--- src/rtl/mem_port_arbiter.sv ---
// Shares one backing memory port between instruction fetch and data load/store.
// Requests are bounds/alignment-checked, ties alternate, and a stuck ack times out.
module mem_port_arbiter #(
    parameter int MEM_BYTES = 262144,
    parameter int ADDR_W    = 16,
    parameter int TIMEOUT   = 255
) (
    input  logic              clk,
    input  logic              reset_n,
    input  logic              i_req,
    input  logic [31:0]       i_addr,
    output logic [31:0]       i_rdata,
    output logic              i_valid,
    output logic              instr_segv,
    output logic              wait_instr,
    input  logic              d_ld,
    input  logic              d_st,
    input  logic [31:0]       d_addr,
    input  logic [31:0]       d_wdata,
    output logic [31:0]       d_rdata,
    output logic              d_valid,
    output logic              data_segv,
    output logic              wait_data,
    output logic              mem_req,
    output logic              mem_we,
    output logic [ADDR_W-1:0] mem_addr,
    output logic [31:0]       mem_wdata,
    input  logic [31:0]       mem_rdata,
    input  logic              mem_ack
);

    localparam int               CNT_W    = $clog2(TIMEOUT + 1);
    localparam logic [31:0]      LIMIT    = 32'(MEM_BYTES);
    localparam logic [CNT_W-1:0] CNT_LAST = CNT_W'(TIMEOUT - 1);

    typedef enum logic [1:0] {
        IDLE,
        BUSY,
        RESP
    } state_t;

    state_t             r_state;
    logic               r_last_data;
    logic               r_gnt_data;
    logic [CNT_W-1:0]   r_cnt;
    logic               r_mem_req;
    logic               r_mem_we;
    logic [ADDR_W-1:0]  r_mem_addr;
    logic [31:0]        r_mem_wdata;
    logic [31:0]        r_i_rdata;
    logic [31:0]        r_d_rdata;
    logic               r_i_valid;
    logic               r_d_valid;
    logic               r_i_segv;
    logic               r_d_segv;

    logic               w_d_req;
    logic               w_any_req;
    logic               w_pick_data;
    logic [31:0]        w_addr;
    logic               w_fault;

    assign w_d_req   = d_ld | d_st;
    assign w_any_req = i_req | w_d_req;

    // On a tie, data wins only if the previous grant went to instruction.
    assign w_pick_data = w_d_req & (~i_req | ~r_last_data);
    assign w_addr      = w_pick_data ? d_addr : i_addr;
    assign w_fault     = (w_addr[1:0] != 2'b00)
                       | (w_addr >= LIMIT)
                       | (w_pick_data & d_ld & d_st);

    always_ff @(posedge clk) begin
        if (!reset_n) begin
            r_state     <= IDLE;
            r_last_data <= 1'b1;
            r_gnt_data  <= 1'b0;
            r_cnt       <= '0;
            r_mem_req   <= 1'b0;
            r_mem_we    <= 1'b0;
            r_mem_addr  <= '0;
            r_mem_wdata <= '0;
            r_i_rdata   <= '0;
            r_d_rdata   <= '0;
            r_i_valid   <= 1'b0;
            r_d_valid   <= 1'b0;
            r_i_segv    <= 1'b0;
            r_d_segv    <= 1'b0;
        end else begin
            r_i_valid <= 1'b0;
            r_d_valid <= 1'b0;
            r_i_segv  <= 1'b0;
            r_d_segv  <= 1'b0;
            unique case (r_state)
                IDLE: begin
                    if (w_any_req) begin
                        r_last_data <= w_pick_data;
                        r_gnt_data  <= w_pick_data;
                        r_cnt       <= '0;
                        if (w_fault) begin
                            r_state  <= RESP;
                            r_i_segv <= ~w_pick_data;
                            r_d_segv <= w_pick_data;
                        end else begin
                            r_state     <= BUSY;
                            r_mem_req   <= 1'b1;
                            r_mem_we    <= w_pick_data & d_st;
                            r_mem_addr  <= w_addr[ADDR_W+1:2];
                            r_mem_wdata <= d_wdata;
                        end
                    end
                end
                BUSY: begin
                    if (mem_ack) begin
                        r_state   <= RESP;
                        r_mem_req <= 1'b0;
                        if (r_gnt_data) begin
                            r_d_valid <= 1'b1;
                            if (!r_mem_we) begin
                                r_d_rdata <= mem_rdata;
                            end
                        end else begin
                            r_i_valid <= 1'b1;
                            r_i_rdata <= mem_rdata;
                        end
                    end else if (r_cnt == CNT_LAST) begin
                        r_state   <= RESP;
                        r_mem_req <= 1'b0;
                        r_i_segv  <= ~r_gnt_data;
                        r_d_segv  <= r_gnt_data;
                    end else begin
                        r_cnt <= r_cnt + CNT_W'(1);
                    end
                end
                RESP: begin
                    r_state <= IDLE;
                end
                default: begin
                    r_state <= IDLE;
                end
            endcase
        end
    end

    assign mem_req    = r_mem_req;
    assign mem_we     = r_mem_we;
    assign mem_addr   = r_mem_addr;
    assign mem_wdata  = r_mem_wdata;
    assign i_rdata    = r_i_rdata;
    assign d_rdata    = r_d_rdata;
    assign i_valid    = r_i_valid;
    assign d_valid    = r_d_valid;
    assign instr_segv = r_i_segv;
    assign data_segv  = r_d_segv;

    assign wait_instr = i_req & ~r_i_valid & ~r_i_segv;
    assign wait_data  = w_d_req & ~r_d_valid & ~r_d_segv;

endmodule

--- config.mk ---
export PLATFORM = sky130hd
export DESIGN_NAME = mem_port_arbiter
export DESIGN_NICKNAME = d
export VERILOG_FILES = /design/src/rtl/mem_port_arbiter.sv
export SDC_FILE = /design/constraint.sdc
export NUM_CORES = 1
export LEC_CHECK = 0
export ABC_AREA = 1
export CORE_MARGIN = 1
export CORE_UTILIZATION = 40
export CTS_CLUSTER_DIAMETER = 120
export DETAILED_ROUTE_END_ITERATION = 10
export PLACE_DENSITY = 0.77
export SLEW_MARGIN = 20
export SYNTH_ARGS = -nofsm -noshare
export SYNTH_HDL_FRONTEND = slang
export SYNTH_SLANG_ARGS = --single-unit
--- constraint.sdc ---
create_clock -name clk -period 1.7 [get_ports clk]
set_input_delay 0.34 -clock clk [delete_from_list [all_inputs] [get_ports clk]]
set_output_delay 0.34 -clock clk [all_outputs]
set_load 0.1 [all_outputs]
==> results of run 1 <==
==> worst max-delay path, stage by stage <==
cell,delay [ns]
clkdlybuf4s15_1,0.27
buf_6,0.15
nor2_2,0.05
buf_4,0.15
nor3_4,0.17
buf_12,0.20
==> cell type report <==
cell class / count / area [sq um] / share of cell area (%)
Inverter: 43 / 163.9 / 1.611
Clock inverter: 9 / 102.6 / 1.008
Multi-Input combinational cell: 495 / 2391 / 23.50
Clock buffer: 23 / 498.0 / 4.895
Timing Repair Buffer: 294 / 4188 / 41.16
Tap cell: 172 / 215.2 / 2.115
Sequential cell: 130 / 2615 / 25.70
==> registers in the layout (all words and copies together) (netlist names) <==
| signal | flops |
|---|---|
| i_rdata | 32 |
| d_rdata | 32 |
| r_gnt_data | 1 |
| instr_segv | 1 |
| mem_wdata | 32 |
| r_cnt | 8 |
| r_state | 2 |
| d_valid | 1 |
| mem_req | 1 |
| data_segv | 1 |
| i_valid | 1 |
| r_last_data | 1 |
| mem_we | 1 |
| mem_addr | 16 |
==> worst paths after layout <==
check                                  from             to  slack (ns)  depth (start not counted)
worst max-delay path                   d_st      wait_data        0.03                          6
worst min-delay path                reset_n        mem_req        0.37                          4
worst max register to register  r_last_data  mem_wdata[18]        0.08                         11
worst min register to register  mem_addr[1]    mem_addr[1]        0.48                          2
==> per-layer routing <==
| metal | GRT usage, % | vias up | wire length [um] |
|---|---|---|---|
| li1 | - | 2803 | - |
| met3 | 10.79 | 28 | 1915 |
| met5 | 0 | - | 0 |
| met2 | 46.07 | 234 | 9109 |
| met1 | 26.70 | 2583 | 6664 |
| met4 | 10.30 | 0 | 368 |
==> synthesized netlist by cell type (all sizes together) <==
cell type / instances
xor2: 1
nand3b: 1
a31oi: 1
nor4: 1
nand3: 11
nand4: 5
nor3: 6
clkinv: 1
a21oi: 26
nand2: 84
o211ai: 1
or2: 2
xnor2: 1
dfxtp: 130
nor2: 234
o21ai: 115
buf: 15
o21bai: 1
o21a: 1
ha: 2
inv: 42
clkbuf: 23
a211oi: 1
nor3b: 1
==> what timing repair did <==
action | 4_1_cts | 5_1_grt
pin swaps | 1 | 9
resized for setup | 14 | 32
endpoints found under the setup margin | 54 | 60
cloned | 0 | 2
setup buffers | 0 | 5
endpoints found under the hold margin | 0 | 0
==> per-stage QoR <==
step / utilization, % / setup slack [ns] / setup TNS (ns) / instance area [sq um]
CTS: 78.45 / 0.005474 / 0 / 9981
global route: 79.97 / -0.04555 / -0.7258 / 10170
detailed placement: 73.59 / -0.5325 / -31.84 / 9363
finish: 79.97 / 0.02691 / 0 / 10170
global placement: 73.59 / -0.4363 / -27.51 / 9363
floorplan: - / -0.03646 / -0.03646 / 5284
==> power by group through the flow <==
stage	combinational, W	sequential [W]	clock, W
floorplan	0.000240	0.00316	0
global placement	0.000709	0.00314	0
detailed placement	0.000718	0.00314	0
CTS	0.000726	0.00308	0.00372
global route	0.000827	0.00308	0.00386
finish	0.000764	0.00308	0.00366
==> logic make-up after synthesis <==
logic type / count (synthesis) / share of synthesized area [%]
and+or+nand+nor: 345 / 27.57
DFF: 130 / 49.52
adders and majority gates: 2 / 0.4761
buffers and inverters: 81 / 7.405
AOI/OAI and AO/OA: 146 / 14.69
xor gates and xnor gates: 2 / 0.3334
==> flow_metrics.env, run 1 <==
export IMPL_die_area_sq_um=13600
export IMPL_wl_per_cell_um=15.49
export IMPL_holdWs_ns=0.3721
export IMPL_fin_crit_sh_pct=98.42
export IMPL_grt_pass1_wl_um=26720
export IMPL_stdcell_count=1166
export IMPL_synth_net_count=842
export IMPL_p_int_w=0.005831
export IMPL_post_synth_num_cell_types=38
export IMPL_fill_cells=810
export IMPL_row_count=41
export IMPL_post_route_min_period_ns=1.673
export IMPL_fmax_mhz=597.7
export IMPL_cts_buffers=17
export IMPL_place_congestion=0.8465
export IMPL_p_seq_share_pct=41.0
export IMPL_drtAntennaViolNets=0
export IMPL_nets=1117
export IMPL_die_h_um=116.6
export IMPL_io_pins=254
export IMPL_worstHoldPathType="input port to flip-flop"
export IMPL_vdd_drop_max_v=0.0005878
export IMPL_clock_sinks=130
export IMPL_final_common_cell="nor2_1"
export IMPL_fin_skew_ns=0.004328
export IMPL_comb_power_share_pct=10.2
export IMPL_synth_seq_cells=130
export IMPL_core_area_sq_um=12720
export IMPL_hold_viol=0
export IMPL_postRouteWirelength_um=18060
export IMPL_diodes=0
export IMPL_power_density_nw_per_um2=737.4
export IMPL_synth_cells=706
export IMPL_synth_top_area_share_pct=49.52
export IMPL_clock_path_buffers=2
export IMPL_swShare_pct=22.28
export IMPL_clk_pin_slew_ns=0.05
export IMPL_outcome="finished clean"
export IMPL_layout_drive_gt1_share_pct=25.25
export IMPL_power_switching_w=0.001671
export IMPL_antenna_found_initial=0
export IMPL_die_w_um=116.6
export IMPL_drv_slew=0
export IMPL_tightestPinTransition_ns=0.2993
export IMPL_rsz0062_at_grt="yes"
export IMPL_end_kind="output pin"
export IMPL_grt_usage_pct=25.79
export IMPL_synth_seq_area_share_pct=49.52
export IMPL_yosysWarningCount=0
export IMPL_drtIter0Drc=325
export IMPL_cts_hold_buf=0
export IMPL_maxCapViolCount=0
export IMPL_setup_viol=0
export IMPL_htreeDepth=4
export IMPL_cts_root_buf="clkbuf_16"
export IMPL_grt_overflow=0
export IMPL_crit_type="input port to output pin"
export IMPL_clkPwrFrac_pct=48.8
export IMPL_cts_tree="built"
export IMPL_netlist_area_sq_um=5255
export IMPL_drt_pass1_iterations=7
export IMPL_total_power_w=0.007502
export IMPL_hpwl_um=12970
export IMPL_routed_via_density=4.844
export IMPL_syn_area_per_cell_sq_um=7.443
export IMPL_clk_latency_ns=0.41
export IMPL_vias=5648
export IMPL_cp_max_fo=4
export IMPL_drc=0
export IMPL_numPortBuffers=253
export IMPL_final_cell_mix="nor2_1 (220), clkdlybuf4s50_1 (129), buf_12 (128), dfxtp_1 (122)"
export IMPL_start_util_pct=41.31
export IMPL_grt_max_degree=69
export IMPL_arrival_ns=1.33
export IMPL_startpoint_type="input port"
export IMPL_slew_headroom_pct=80.05
export IMPL_required_ns=1.36
export IMPL_placed_cells=1127
export IMPL_syn2layout_area_growth_pct=93.60
export IMPL_synth_top_area_cell="dfxtp_1"
export IMPL_synth_area_leaders="dfxtp_1 (50%), nor2_1 (16%), o21ai_0 (8.1%)"
export IMPL_grt_pass1_vias=5483
export IMPL_power_leakage_nw=4.298
Power figures use the tool's default switching activity.
==> run 2: changes to the inputs <==
clock period = 2 ns   (was 1.7 ns; I/O delays follow)
==> run 2 against run 1 <==
Effect of this change: routed wire length shrank 14%; critical path type unchanged; clock power down 27%; hold slack lost 0.10 ns; highest routed layer unchanged; non-clock buffer count is 5 lower; critical endpoint unchanged.
==> flow_metrics.env, run 2 (synthesis results as in run 1) <==
export IMPL_drtAntennaViolNets=0
export IMPL_antenna_found_initial=0
export IMPL_cts_buffers=17
export IMPL_final_common_cell="nor2_1"
export IMPL_clk_pin_slew_ns=0.05
export IMPL_row_count=41
export IMPL_crit_type="input port to output pin"
export IMPL_clock_path_buffers=2
export IMPL_die_w_um=116.6
export IMPL_grt_max_degree=64
export IMPL_final_area_sq_um=8399
export IMPL_fin_ws_ns=0.05958
export IMPL_cts_hold_buf=0
export IMPL_syn2layout_area_growth_pct=59.83
export IMPL_outcome="finished clean"
export IMPL_final_cell_mix="nor2_1 (224), buf_4 (146), clkdlybuf4s50_1 (131), dfxtp_1 (130), o21ai_0 (85)"
export IMPL_start_util_pct=41.31
export IMPL_setup_viol=0
export IMPL_layout_drive_gt1_share_pct=21.81
export IMPL_diodes=0
export IMPL_cts_root_buf="clkbuf_16"
export IMPL_postRouteWirelength_um=15590
export IMPL_fin_crit_sh_pct=97.02
export IMPL_wl_per_cell_um=13.46
export IMPL_grt_pass1_vias=5016
export IMPL_fin_skew_ns=0.007607
export IMPL_min_path_cells=3
export IMPL_hold_viol=0
export IMPL_io_pins=254
export IMPL_clock_sinks=130
export IMPL_maxCapViolCount=0
export IMPL_required_ns=1.60
export IMPL_rsz0062_at_grt="no"
export IMPL_placed_area_sq_um=7895
export IMPL_hpwl_um=11450
export IMPL_slew_headroom_pct=63.93
export IMPL_drt_pass1_iterations=5
export IMPL_drtIter0Drc=173
export IMPL_end_kind="output pin"
export IMPL_place_congestion=0.7885
export IMPL_clk_latency_ns=0.40
export IMPL_preCtsSetupSlack_ns=-0.2664
export IMPL_vias=5415
export IMPL_rr_worst_depth=9
export IMPL_htreeDepth=4
export IMPL_die_area_sq_um=13600
export IMPL_core_area_sq_um=12720
export IMPL_drv_slew=0
export IMPL_grt_overflow=0
export IMPL_post_route_min_period_ns=1.940
export IMPL_grt_usage_pct=22.82
export IMPL_placed_cells=1129
export IMPL_power_density_nw_per_um2=698.0
export IMPL_worstHoldPathType="input port to flip-flop"
export IMPL_cts_setup_buffers=0
export IMPL_cp_max_fo=4
export IMPL_stdcell_count=1158
export IMPL_startpoint_type="input port"
export IMPL_die_h_um=116.6
export IMPL_drc=0
export IMPL_arrival_ns=1.54
export IMPL_worst_r2r_setup_slack_ns=0.34
export IMPL_power_leakage_nw=3.883
export IMPL_cts_tree="built"
export IMPL_numPortBuffers=253
export IMPL_fmax_mhz=515.4
export IMPL_nets=1112
export IMPL_routed_via_density=4.676
export IMPL_tightestPinTransition_ns=0.5410
export IMPL_cts_resized=0
export IMPL_vdd_drop_max_v=0.0005573
export IMPL_grt_pass1_wl_um=23980
==> run 2: changes by cell type in the layout (fill, tap and decap cells not counted), sizes merged, moves of 2 or more <==
| cell | change |
|---|---|
| clkinvlp | -2 |
| bufinv | -2 |
| clkbuf | -3 |
| clkinv | +2 |
| dlygate4sd2 | -2 |
| buf | -3 |
| clkdlybuf4s50 | +2 |
==> run 2: worst paths after layout <==
check                                 start          end
worst max register to register   r_state[0]     r_cnt[6]
worst min-delay path                reset_n  d_rdata[27]
worst max-delay path                   d_ld    wait_data
worst min register to register  mem_addr[3]  mem_addr[3]
==> run 2: power breakdown <==
| group | switching [W] | internal, W | total (W) |
|---|---|---|---|
| Clock | 0.00105 | 0.00161 | 0.00266 |
| Sequential | 0.0000101 | 0.00260 | 0.00261 |
| Combinational | 0.000259 | 0.000332 | 0.000590 |
==> run 2: critical path, stage by stage <==
cell and delay [ns]:
clkdlybuf4s50_1 0.57, nor2_2 0.08, buf_4 0.15, nor3_4 0.14, buf_12 0.20
==> run 2: final cells by class <==
class / instances / area, sq um
Inverter: 43 / 161.4
Sequential cell: 130 / 2603
Timing Repair Buffer: 289 / 2625
Clock inverter: 7 / 37.54
Tap cell: 172 / 215.2
Fill cell: 1124 / 4323
Clock buffer: 22 / 464.2
Multi-Input combinational cell: 495 / 2293
==> run 2: through the flow <==
stage	util, %	hold WS, ns	total power (W)	setup TNS [ns]
floorplan	-	0.4287	0.002891	-0.02684
global placement	62.06	0.4338	0.003259	-10.93
detailed placement	62.06	0.4393	0.003259	-13.30
CTS	66.00	0.2436	0.005937	0
global route	66.02	0.2801	0.006124	0
finish	66.02	0.2679	0.005863	0
==> run 2: per-layer routing <==
layer | GRT usage (%) | vias to the layer above | part of all wire (%)
met4 | 7.342 | 0 | 1.3
met2 | 38.46 | 200 | 47
met3 | 9.549 | 15 | 10
met1 | 26.18 | 2415 | 41
li1 | - | 2785 | -
met5 | 0 | - | 0
==> run 3: changes to the inputs <==
DONT_BUFFER_PORTS = 1   (was not set)
PLACE_DENSITY = 0.52   (was 0.77)
SKIP_LAST_GASP = 1   (was not set)
==> run 3 against run 2 <==
Effect of this change: sequential share of layout area increased by 6.4 points; combinational power decreased by 56%; register-to-register slack got worse by 0.09 ns; sequential cell count unchanged; setup slack improved by 0.19 ns; sequential power about the same; maximum frequency increased by 11%; largest power group unchanged; clock skew decreased by 0.0032 ns; design area decreased by 17%; hold slack got worse by 0.16 ns; routed wire length decreased by 8.9%.
==> flow_metrics.env, run 3 (synthesis results as in run 1) <==
export IMPL_outcome="finished clean"
export IMPL_p_int_w=0.004770
export IMPL_nets=960
export IMPL_layout_drive_gt1_share_pct=23.89
export IMPL_cts_buffers=17
export IMPL_fmax_mhz=570.2
export IMPL_diodes=0
export IMPL_drtIter0Drc=203
export IMPL_worstHoldStart="reset_n"
export IMPL_tightestPinTransition_ns=0.4107
export IMPL_clk_latency_ns=0.41
export IMPL_crit_type="flip-flop to flip-flop"
export IMPL_wl_met3_um=1336
export IMPL_register_area_sq_um=2603
export IMPL_numPortBuffers=0
export IMPL_p_seq_share_pct=43.2
export IMPL_io_pins=254
export IMPL_final_cell_mix="nor2_1 (224), buf_4 (134), dfxtp_1 (130), o21ai_0 (85), nand2_1 (80)"
export IMPL_final_area_sq_um=6953
export IMPL_slew_headroom_pct=72.39
export IMPL_startpoint_type="flip-flop"
export IMPL_multi_input_area_sq_um=2293
export IMPL_critPathMaxStageDelay_ns=0.33
export IMPL_worst_r2r_setup_slack_ns=0.25
export IMPL_power_leakage_nw=3.275
export IMPL_fin_skew_ns=0.004431
export IMPL_vias=4919
export IMPL_cp_max_fo=10
export IMPL_worstHoldPathType="input port to flip-flop"
export IMPL_holdWs_ns=0.1048
export IMPL_hold_viol=0
export IMPL_row_count=41
export IMPL_wl_met2_um=6753
export IMPL_grt_pass1_wl_um=21450
export IMPL_drv_slew=0
export IMPL_hpwl_um=10080
export IMPL_crit_top_cell="nand2_1"
export IMPL_grt_overflow=0
export IMPL_placed_area_sq_um=6339
export IMPL_post_route_min_period_ns=1.754
export IMPL_cts_root_buf="clkbuf_16"
export IMPL_grt_pass1_vias=4603
export IMPL_end_kind="flip-flop"
export IMPL_maxCapViolCount=0
export IMPL_clk_pin_slew_ns=0.05
export IMPL_comb_power_share_pct=4.3
export IMPL_vdd_drop_max_v=0.0004821
export IMPL_die_h_um=116.6
export IMPL_routed_via_density=4.875
export IMPL_die_area_sq_um=13600
export IMPL_clock_path_buffers=2
export IMPL_grt_max_degree=118
export IMPL_hold_end="r_last_data"
export IMPL_htreeDepth=4
export IMPL_final_common_cell="nor2_1"
export IMPL_drtAntennaViolNets=0
export IMPL_cpMaxStageDelayCell="dfxtp_1"
export IMPL_antenna_found_initial=0
export IMPL_fill_cells=1224
export IMPL_clock_sinks=130
export IMPL_drt_met1_wl_um=5702
export IMPL_cts_setup_buffers=0
export IMPL_cts_resized=0
export IMPL_crit_reg2reg_launch="r_last_data"
export IMPL_required_ns=2.35
export IMPL_core_area_sq_um=12720
export IMPL_wl_per_cell_um=14.08
export IMPL_power_density_nw_per_um2=870.4
export IMPL_r2r_end="mem_wdata[6]"
export IMPL_fin_crit_sh_pct=87.69
export IMPL_place_congestion=0.7619
export IMPL_power_switching_w=0.001282
export IMPL_postRouteWirelength_um=14200
export IMPL_drt_pass1_iterations=4
export IMPL_arrival_ns=2.10
export IMPL_rr_worst_depth=11
export IMPL_cp_cell_sequence="nand2_1 -> o21ai_2 -> nand2_1 -> nand2_1 -> nand2_1 -> nor2_4 -> nand3_4 -> nor2_8 -> buf_4 -> o21ai_1 -> nor2_1"
export IMPL_clkPwrFrac_pct=52.5
export IMPL_rsz0062_at_grt="no"
export IMPL_syn2layout_area_growth_pct=32.31
export IMPL_setup_viol=0
export IMPL_grt_usage_pct=20.63
export IMPL_cts_tree="built"
export IMPL_cts_hold_buf=0
export IMPL_die_w_um=116.6
export IMPL_min_path_cells=1
export IMPL_drc=0
export IMPL_swShare_pct=21.18
export IMPL_top_layer="met4"
export IMPL_start_util_pct=41.31
[run 3: changes by cell type in the layout (fill, tap and decap cells not counted), sizes merged]
| cell | delta |
|---|---|
| dlymetal6s2s | -1 |
| buf | -20 |
| clkinvlp | +1 |
| bufinv | +3 |
| clkdlybuf4s50 | -131 |
| clkinv | -1 |
[run 3: power by group through the flow]
stage / clock (W) / sequential, W / combinational (W)
6_report: 0.00318 / 0.00261 / 0.000260
5_1_grt: 0.00336 / 0.00261 / 0.000290
4_1_cts: 0.00325 / 0.00261 / 0.000264
3_5_place_dp: 0 / 0.00267 / 0.000262
3_3_place_gp: 0 / 0.00267 / 0.000259
2_1_floorplan: 0 / 0.00269 / 0.000203
[run 3: metal layers]
layer / global-route usage [%] / up-vias
li1: - / 2483
met1: 22.62 / 2232
met2: 34.00 / 172
met3: 8.718 / 32
met4: 10.89 / 0
met5: 0 / -
[run 3: area by class of cell]
cell class,instances,share of cell area (%)
multi-input cells,495,32.99
clock inverters,10,1.872
flip-flops and latches,130,37.43
repair buffers,137,15.33
inverters,43,2.321
well taps,172,3.095
clock buffers,22,6.964
[run 3: metrics by stage]
step                      power (W)  setup TNS (ns)  cells  setup slack (ns)  utilization, %
after floorplan            0.002891        -0.02684    706          -0.02684               -
after global placement     0.002927               0    977            0.2089           49.82
after detailed placement   0.002930               0    977            0.1404           49.82
after CTS                  0.006129               0   1009            0.2218           54.65
after global routing       0.006264               0   1009           0.04971           54.65
final                      0.006052               0   1009            0.2462           54.65
[run 3: how the worst max path moves through the flow]
stage                     slack [ns]        start  cells after the start             to
after detailed placement        0.14        i_req                     10  mem_wdata[23]
after global placement          0.21        i_req                     10  mem_wdata[28]
final                           0.25  r_last_data                     11   mem_wdata[6]
after CTS                       0.22  r_last_data                     10  mem_wdata[21]
after global routing            0.05  r_last_data                     11   mem_wdata[7]
after floorplan                -0.03   instr_segv                      1     wait_instr
[run 3: worst max-delay path: cells and delay by family (launching register included)]
| kind | cells | cell delay, ns |
|---|---|---|
| and+or+nand+nor | 8 | 0.91 |
| AOI/OAI and AO/OA | 2 | 0.23 |
| DFF | 1 | 0.33 |
| buffers and inverters | 1 | 0.20 |
